**src/rtl/mips_board_pkg.sv**
```systemverilog
// Shared board-level definitions for the pipe_MIPS32 run controller and display.
// The mode encoding lives here so the controller, display and top level decode it identically.
package mips_board_pkg;

    localparam logic [1:0] MODE_PAUSE = 2'd0;
    localparam logic [1:0] MODE_RUN   = 2'd1;
    localparam logic [1:0] MODE_STEP  = 2'd2;
    localparam logic [1:0] MODE_DONE  = 2'd3;

    // Run-controller FSM states; the encoding equals the exported mode value.
    typedef enum logic [1:0] {
        ST_PAUSE = MODE_PAUSE,
        ST_RUN   = MODE_RUN,
        ST_STEP  = MODE_STEP,
        ST_DONE  = MODE_DONE
    } run_state_e;

endpackage

```
**src/rtl/btn_debounce.sv**
```systemverilog
// Pushbutton conditioner: 2-FF synchroniser, stability counter, and a one-clock
// press pulse on each accepted 0->1 transition. Releases are accepted silently.
module btn_debounce #(
    parameter int DEB_CYCLES = 1_000_000
) (
    input  logic clk,
    input  logic rst_n,
    input  logic btn_raw,
    output logic press_pulse
);

    localparam int CW = $clog2(DEB_CYCLES);
    localparam logic [CW-1:0] CNT_LAST = CW'(DEB_CYCLES - 1);

    logic          sync1_q, sync2_q;
    logic          stable_q, stable_d;
    logic [CW-1:0] cnt_q, cnt_d;
    logic          pulse_q, pulse_d;

    // Two-flop synchroniser for the asynchronous button level.
    always_ff @(posedge clk or negedge rst_n) begin
        if (!rst_n) begin
            sync1_q <= 1'b0;
            sync2_q <= 1'b0;
        end else begin
            sync1_q <= btn_raw;
            sync2_q <= sync1_q;
        end
    end

    // Accept a new level only after it has differed from the stable level for DEB_CYCLES clocks.
    always_comb begin
        stable_d = stable_q;
        cnt_d    = cnt_q;
        pulse_d  = 1'b0;
        if (sync2_q == stable_q) begin
            cnt_d = '0;
        end else if (cnt_q == CNT_LAST) begin
            stable_d = sync2_q;
            cnt_d    = '0;
            pulse_d  = sync2_q;
        end else begin
            cnt_d = cnt_q + 1'b1;
        end
    end

    // Stability state and registered press pulse.
    always_ff @(posedge clk or negedge rst_n) begin
        if (!rst_n) begin
            stable_q <= 1'b0;
            cnt_q    <= '0;
            pulse_q  <= 1'b0;
        end else begin
            stable_q <= stable_d;
            cnt_q    <= cnt_d;
            pulse_q  <= pulse_d;
        end
    end

    assign press_pulse = pulse_q;

endmodule

```
**src/rtl/cpu_run_ctrl.sv**
```systemverilog
// Run/step/halt sequencer for the pipe_MIPS32 core. Issues a one-clock clock-enable
// (cpu_ce) on the system clock: periodically in RUN, once per step press in PAUSE,
// never after the core reports halt. Exports the FSM state as mode and counts pulses.
//
// cpu_ce protocol: a single-cycle, registered pulse; the core advances one cycle on every
// clk edge where cpu_ce is high. There is no back-pressure, and cpu_ce is never high on
// two consecutive clocks.
module cpu_run_ctrl
    import mips_board_pkg::*;
#(
    parameter int TICK_DIV   = 50_000_000,
    parameter int DEB_CYCLES = 1_000_000,
    parameter int CNT_W      = 32
) (
    input  logic             clk,
    input  logic             rst_n,
    input  logic             btn_run,
    input  logic             btn_step,
    input  logic             cpu_halted,
    output logic             cpu_ce,
    output logic [1:0]       mode,
    output logic [CNT_W-1:0] cycle_count
);

    localparam int PW = $clog2(TICK_DIV);
    localparam logic [PW-1:0] TICK_LAST = PW'(TICK_DIV - 1);

    logic             run_p, step_p;
    run_state_e       state_q;
    logic [PW-1:0]    presc_q;
    logic             ce_q;
    logic [CNT_W-1:0] count_q;

    btn_debounce #(.DEB_CYCLES(DEB_CYCLES)) u_deb_run (
        .clk         (clk),
        .rst_n       (rst_n),
        .btn_raw     (btn_run),
        .press_pulse (run_p)
    );

    btn_debounce #(.DEB_CYCLES(DEB_CYCLES)) u_deb_step (
        .clk         (clk),
        .rst_n       (rst_n),
        .btn_raw     (btn_step),
        .press_pulse (step_p)
    );

    // Sequencer FSM with prescaler; halt overrides everything and kills any due pulse.
    always_ff @(posedge clk or negedge rst_n) begin
        if (!rst_n) begin
            state_q <= ST_PAUSE;
            presc_q <= '0;
            ce_q    <= 1'b0;
        end else if (cpu_halted) begin
            state_q <= ST_DONE;
            presc_q <= '0;
            ce_q    <= 1'b0;
        end else begin
            ce_q <= 1'b0;
            case (state_q)
                ST_PAUSE: begin
                    // Run wins over a step press arriving in the same cycle.
                    if (run_p) begin
                        state_q <= ST_RUN;
                        presc_q <= '0;
                    end else if (step_p) begin
                        state_q <= ST_STEP;
                        ce_q    <= 1'b1;
                    end
                end
                ST_STEP: begin
                    state_q <= ST_PAUSE;
                end
                ST_RUN: begin
                    // A pause press suppresses a pulse falling due in the same cycle.
                    if (run_p) begin
                        state_q <= ST_PAUSE;
                        presc_q <= '0;
                    end else if (presc_q == TICK_LAST) begin
                        presc_q <= '0;
                        ce_q    <= 1'b1;
                    end else begin
                        presc_q <= presc_q + 1'b1;
                    end
                end
                ST_DONE: begin
                    state_q <= ST_DONE;
                end
                default: begin
                    state_q <= ST_PAUSE;
                end
            endcase
        end
    end

    // Saturating count of issued pulses.
    always_ff @(posedge clk or negedge rst_n) begin
        if (!rst_n) begin
            count_q <= '0;
        end else if (ce_q && (count_q != '1)) begin
            count_q <= count_q + 1'b1;
        end
    end

    assign cpu_ce      = ce_q;
    assign mode        = state_q;
    assign cycle_count = count_q;

endmodule

```
**config.mk**
```make
export PLATFORM = sky130hd
export DESIGN_NAME = cpu_run_ctrl
export DESIGN_NICKNAME = d
export VERILOG_FILES = /design/src/rtl/mips_board_pkg.sv /design/src/rtl/btn_debounce.sv /design/src/rtl/cpu_run_ctrl.sv
export SDC_FILE = /design/constraint.sdc
export NUM_CORES = 1
export LEC_CHECK = 0
export ABC_CLOCK_PERIOD_IN_PS = 2300
export BUFFER_PORTS_ARGS = -buffer_cell sky130_fd_sc_hd__buf_2
export CAP_MARGIN = 20
export CORE_MARGIN = 5
export CORE_UTILIZATION = 45
export CTS_CLUSTER_DIAMETER = 100
export DETAILED_ROUTE_END_ITERATION = 16
export SLEW_MARGIN = 20
export SYNTH_ARGS = -nofsm -noshare
export SYNTH_HDL_FRONTEND = slang
export SYNTH_SLANG_ARGS = --single-unit
export TNS_END_PERCENT = 30
```
**constraint.sdc**
```tcl
create_clock -name clk -period 2.3 [get_ports clk]
set_input_delay 0.46 -clock clk [delete_from_list [all_inputs] [get_ports clk]]
set_output_delay 0.46 -clock clk [all_outputs]
set_load 0.005 [all_outputs]
```
==> metrics.md <==
| Metric | Value |
|---|---|
| Status | `complete, no violations` |
| Worst VDD drop | `0.0005038 V` |
| CTS tree | `done` |
| Fillcell total | `1054` |
| Setup TNS | `0 ns` |
| Maximum buffer depth of the clock tree | `2` |
| Most frequent cell after synthesis | `dfrtp_1` |
| Gate Count Post-Synth | `547` |
| H-tree levels | `3` |
| Post-Place Worst Slack | `0.03615 ns` |
| Crit path max fanout | `7` |
| Drt first pass iters | `4` |
| Largest net degree at the start of global routing | `48` |
| Period minus WS final | `2.176 ns` |
| Fin nets | `607` |
| DRC | `0` |
| Ys flop type | `dfrtp_1` |
| Share of Yosys cell area claimed by the top area cell type | `0.5084` |
| Worst endpoint required time | `2.53 ns` |
| Die Area | `0.01421 mm^2` |
| Die Ht | `119.2 um` |
| # hold bufs at CTS | `0` |
| Die width | `119.2 um` |
| # rows | `39` |
| Headroom to the max-slew limit | `0.6480` |
| EDFF count, synth | `0` |
| Final Cell Area | `0.006153 mm^2` |
| Met3 WL post-DR | `445 um` |
| Final Core Density | `0.5321` |
| Startpoint types | `flip-flop` |
| Max Clock Skew | `0.009095 ns` |
| Total of warnings raised by yosys | `0` |
| Final setup viols | `0` |
| Setup ws final | `0.1242 ns` |
| Max Fclk | `459.6 MHz` |
| Number of antenna diodes | `0` |
| Routed len/inst | `14.95 um` |
| Period utilization | `0.9460` |
| Initial Util | `0.4639` |
| Top Metal Used | `met4` |
| Total GRT Usage | `0.1638` |
| Critical path class | `reg -> reg` |
| Mapped cell area | `0.005365 mm^2` |
| Synth async-reset ratio | `1.000` |
| Top area cells in the synthesized netlist | `dfrtp_1, xor2_1, xnor2_1` |
| DR iter-0 viols | `373` |
| Area leader, netlist | `dfrtp_1` |
| CP arrival | `2.41 ns` |
| Met2 Routed Length | `5.405 mm` |
| Max stage delay on crit path | `0.61 ns` |
| Static leakage | `2.794 nW` |
| Sequential area share after synthesis | `0.5084` |
| Placer congestion estimate | `0.7886` |
| DRT antenna net count | `0` |
| Worst Hold Class | `in -> async` |
| Placed Cells | `730` |
| DR vias/cell | `5.597` |
| Clk sinks | `109` |
| Syn_nets | `556` |
| Number of antenna violations at the first check in global routing | `0` |
| Critical-path top delay cell | `or4_4` |
| Pins Over Slew Limit | `0` |
| Layout Area Growth over Synthesis | `14.69%` |
| Number of hold violations in the final report | `0` |
| IO Pins | `40` |
| WL met1 | `5.166 mm` |
| Most frequent CP cell | `or4_4` |
| Port Buffers | `39` |
| Max Cap Violations | `0` |
| Vias in the first global route | `3970` |
| Layout cells sized above 1 | `0.1426` |
| Cts bufs inserted | `9` |
| First-pass GRT wire length | `19.15 mm` |
| DP HPWL | `7.852 mm` |
| Post-synth cell types | `50` |
| Core Region | `0.01156 mm^2` |
| Routed vias | `4175` |
| Top cells by count, synth | `dfrtp_1, nor2_1, nand3_1` |
| Clk root buf | `clkbuf_16` |
| Syn_area_per_cell | `9.808 um^2` |
| Overflow after GRT | `0` |
| RSZ-0062 raised after global routing | `false` |
| Synth Register Bits | `109` |
| Power Density | `564.1 mW/mm^2` |
| DP Area | `0.005858 mm^2` |
| Slew @ Worst Pin | `0.5232 ns` |
| Final WL | `11.16 mm` |
| Worst-Skew Late Latency | `0.35 ns` |
| CTS clk-pin slew, worst paths | `0.07 ns` |
| Finished Layout Cells | `746` |
| Worst setup EP type | `flip-flop` |
| Critical-path cell list | `nand3_1 -> or4_4 -> or4_4 -> and3_1 -> xor2_1` |
==> layout by cell type (no fill, tap or decap), types with 2 or more instances in the layout <==
cell,synthesis,routed
mux2_2,3,3
buf_4,1,20
xor2_1,38,38
and4_1,10,10
or4bb_1,2,2
or3_1,2,2
or4_4,2,2
xnor2_1,29,29
dfrtp_1,109,109
ha_1,4,4
nand3b_1,4,4
clkinv_2,0,3
and4b_1,2,2
nor2b_1,4,4
buf_2,0,38
and2_1,4,4
nor2_1,66,66
mux2i_1,2,2
and3_1,25,25
nand2_1,39,39
nor3_1,12,11
clkbuf_16,0,9
nor4_1,10,9
inv_1,8,8
nand4_1,25,25
a31oi_1,20,20
a41oi_1,4,4
clkinvlp_4,0,2
nor3b_1,2,2
nand3_1,48,48
o21ai_0,7,7
or4_1,2,2
o21ai_1,4,4
a21oi_1,21,20
buf_12,0,3
nand2b_1,2,2
==> through the flow <==
| stage | hold WS [ns] | power, mW |
|---|---|---|
| final | 0.04909 | 3.471 |
| after floorplan | 0.1644 | 2.011 |
| after global routing | 0.07257 | 3.632 |
| after detailed placement | 0.3448 | 2.083 |
| after global placement | 0.3406 | 2.080 |
| after CTS | 0.05239 | 3.530 |
==> worst max-delay path, delay by kind of cell, from the launching register on <==
family | cells | cell delay [ns]
and+or+nand+nor | 4 | 1.52
DFF | 1 | 0.40
xor gates and xnor gates | 1 | 0.14
==> logic make-up after synthesis <==
group / synth area share
and+or+nand+nor: 0.2628
adders and majority gates: 0.009329
buffers and inverters: 0.02239
AOI/OAI and AO/OA: 0.07556
xor gates and xnor gates: 0.1094
muxes: 0.01213
DFF: 0.5084
==> routing by layer <==
metal,vias to the layer above,global-route usage
li1,2069,-
met1,2021,0.2149
met2,74,0.2660
met3,11,0.04787
met4,0,0.04490
met5,-,0
==> worst paths after layout <==
kind	slack (ns)	end	depth (start not counted)	startpoint
setup / recovery	0.12	cycle_count[27]	5	cycle_count[22]
hold / removal	0.05	u_deb_run.cnt_q[17]	1	rst_n
setup reg to reg	0.12	cycle_count[27]	5	cycle_count[22]
hold reg to reg	0.36	u_deb_step.sync2_q	0	u_deb_step.sync1_q
max in group asynchronous	1.61	u_deb_step.stable_q	2	rst_n
min in group clk	0.21	u_deb_step.sync1_q	1	btn_step
==> timing repair <==
item                                    in CTS  in global routing
endpoints found under the setup margin       0                 20
gates resized for setup                      0                  4
setup buffers                                0                  0
==> state kept, by name (all words and copies together) (netlist names), 2 cells and up <==
name	cells
cycle_count	32
presc_q	26
u_deb_run.cnt_q	20
u_deb_step.cnt_q	20
mode	2
==> power by group <==
part | leakage [nW] | total (mW) | switching (mW) | internal (mW)
clock network | 0.129 | 1.43 | 0.697 | 0.733
logic | 1.17 | 0.100 | 0.0700 | 0.0301
registers | 1.50 | 1.94 | 0.0126 | 1.93
total | 2.79 | 3.47 | 0.779 | 2.69
==> layout make-up <==
class | count | area (um^2) | share of cell area
inverter | 8 | 30.03 | 0.004880
tap | 143 | 178.9 | 0.02908
clock inverter | 6 | 38.79 | 0.006303
clock buffer | 10 | 229.0 | 0.03721
multi-input combinational | 409 | 2549 | 0.4142
sequential | 109 | 2728 | 0.4433
timing repair buffer | 61 | 400.4 | 0.06507
(Power assumes the default switching activity.)
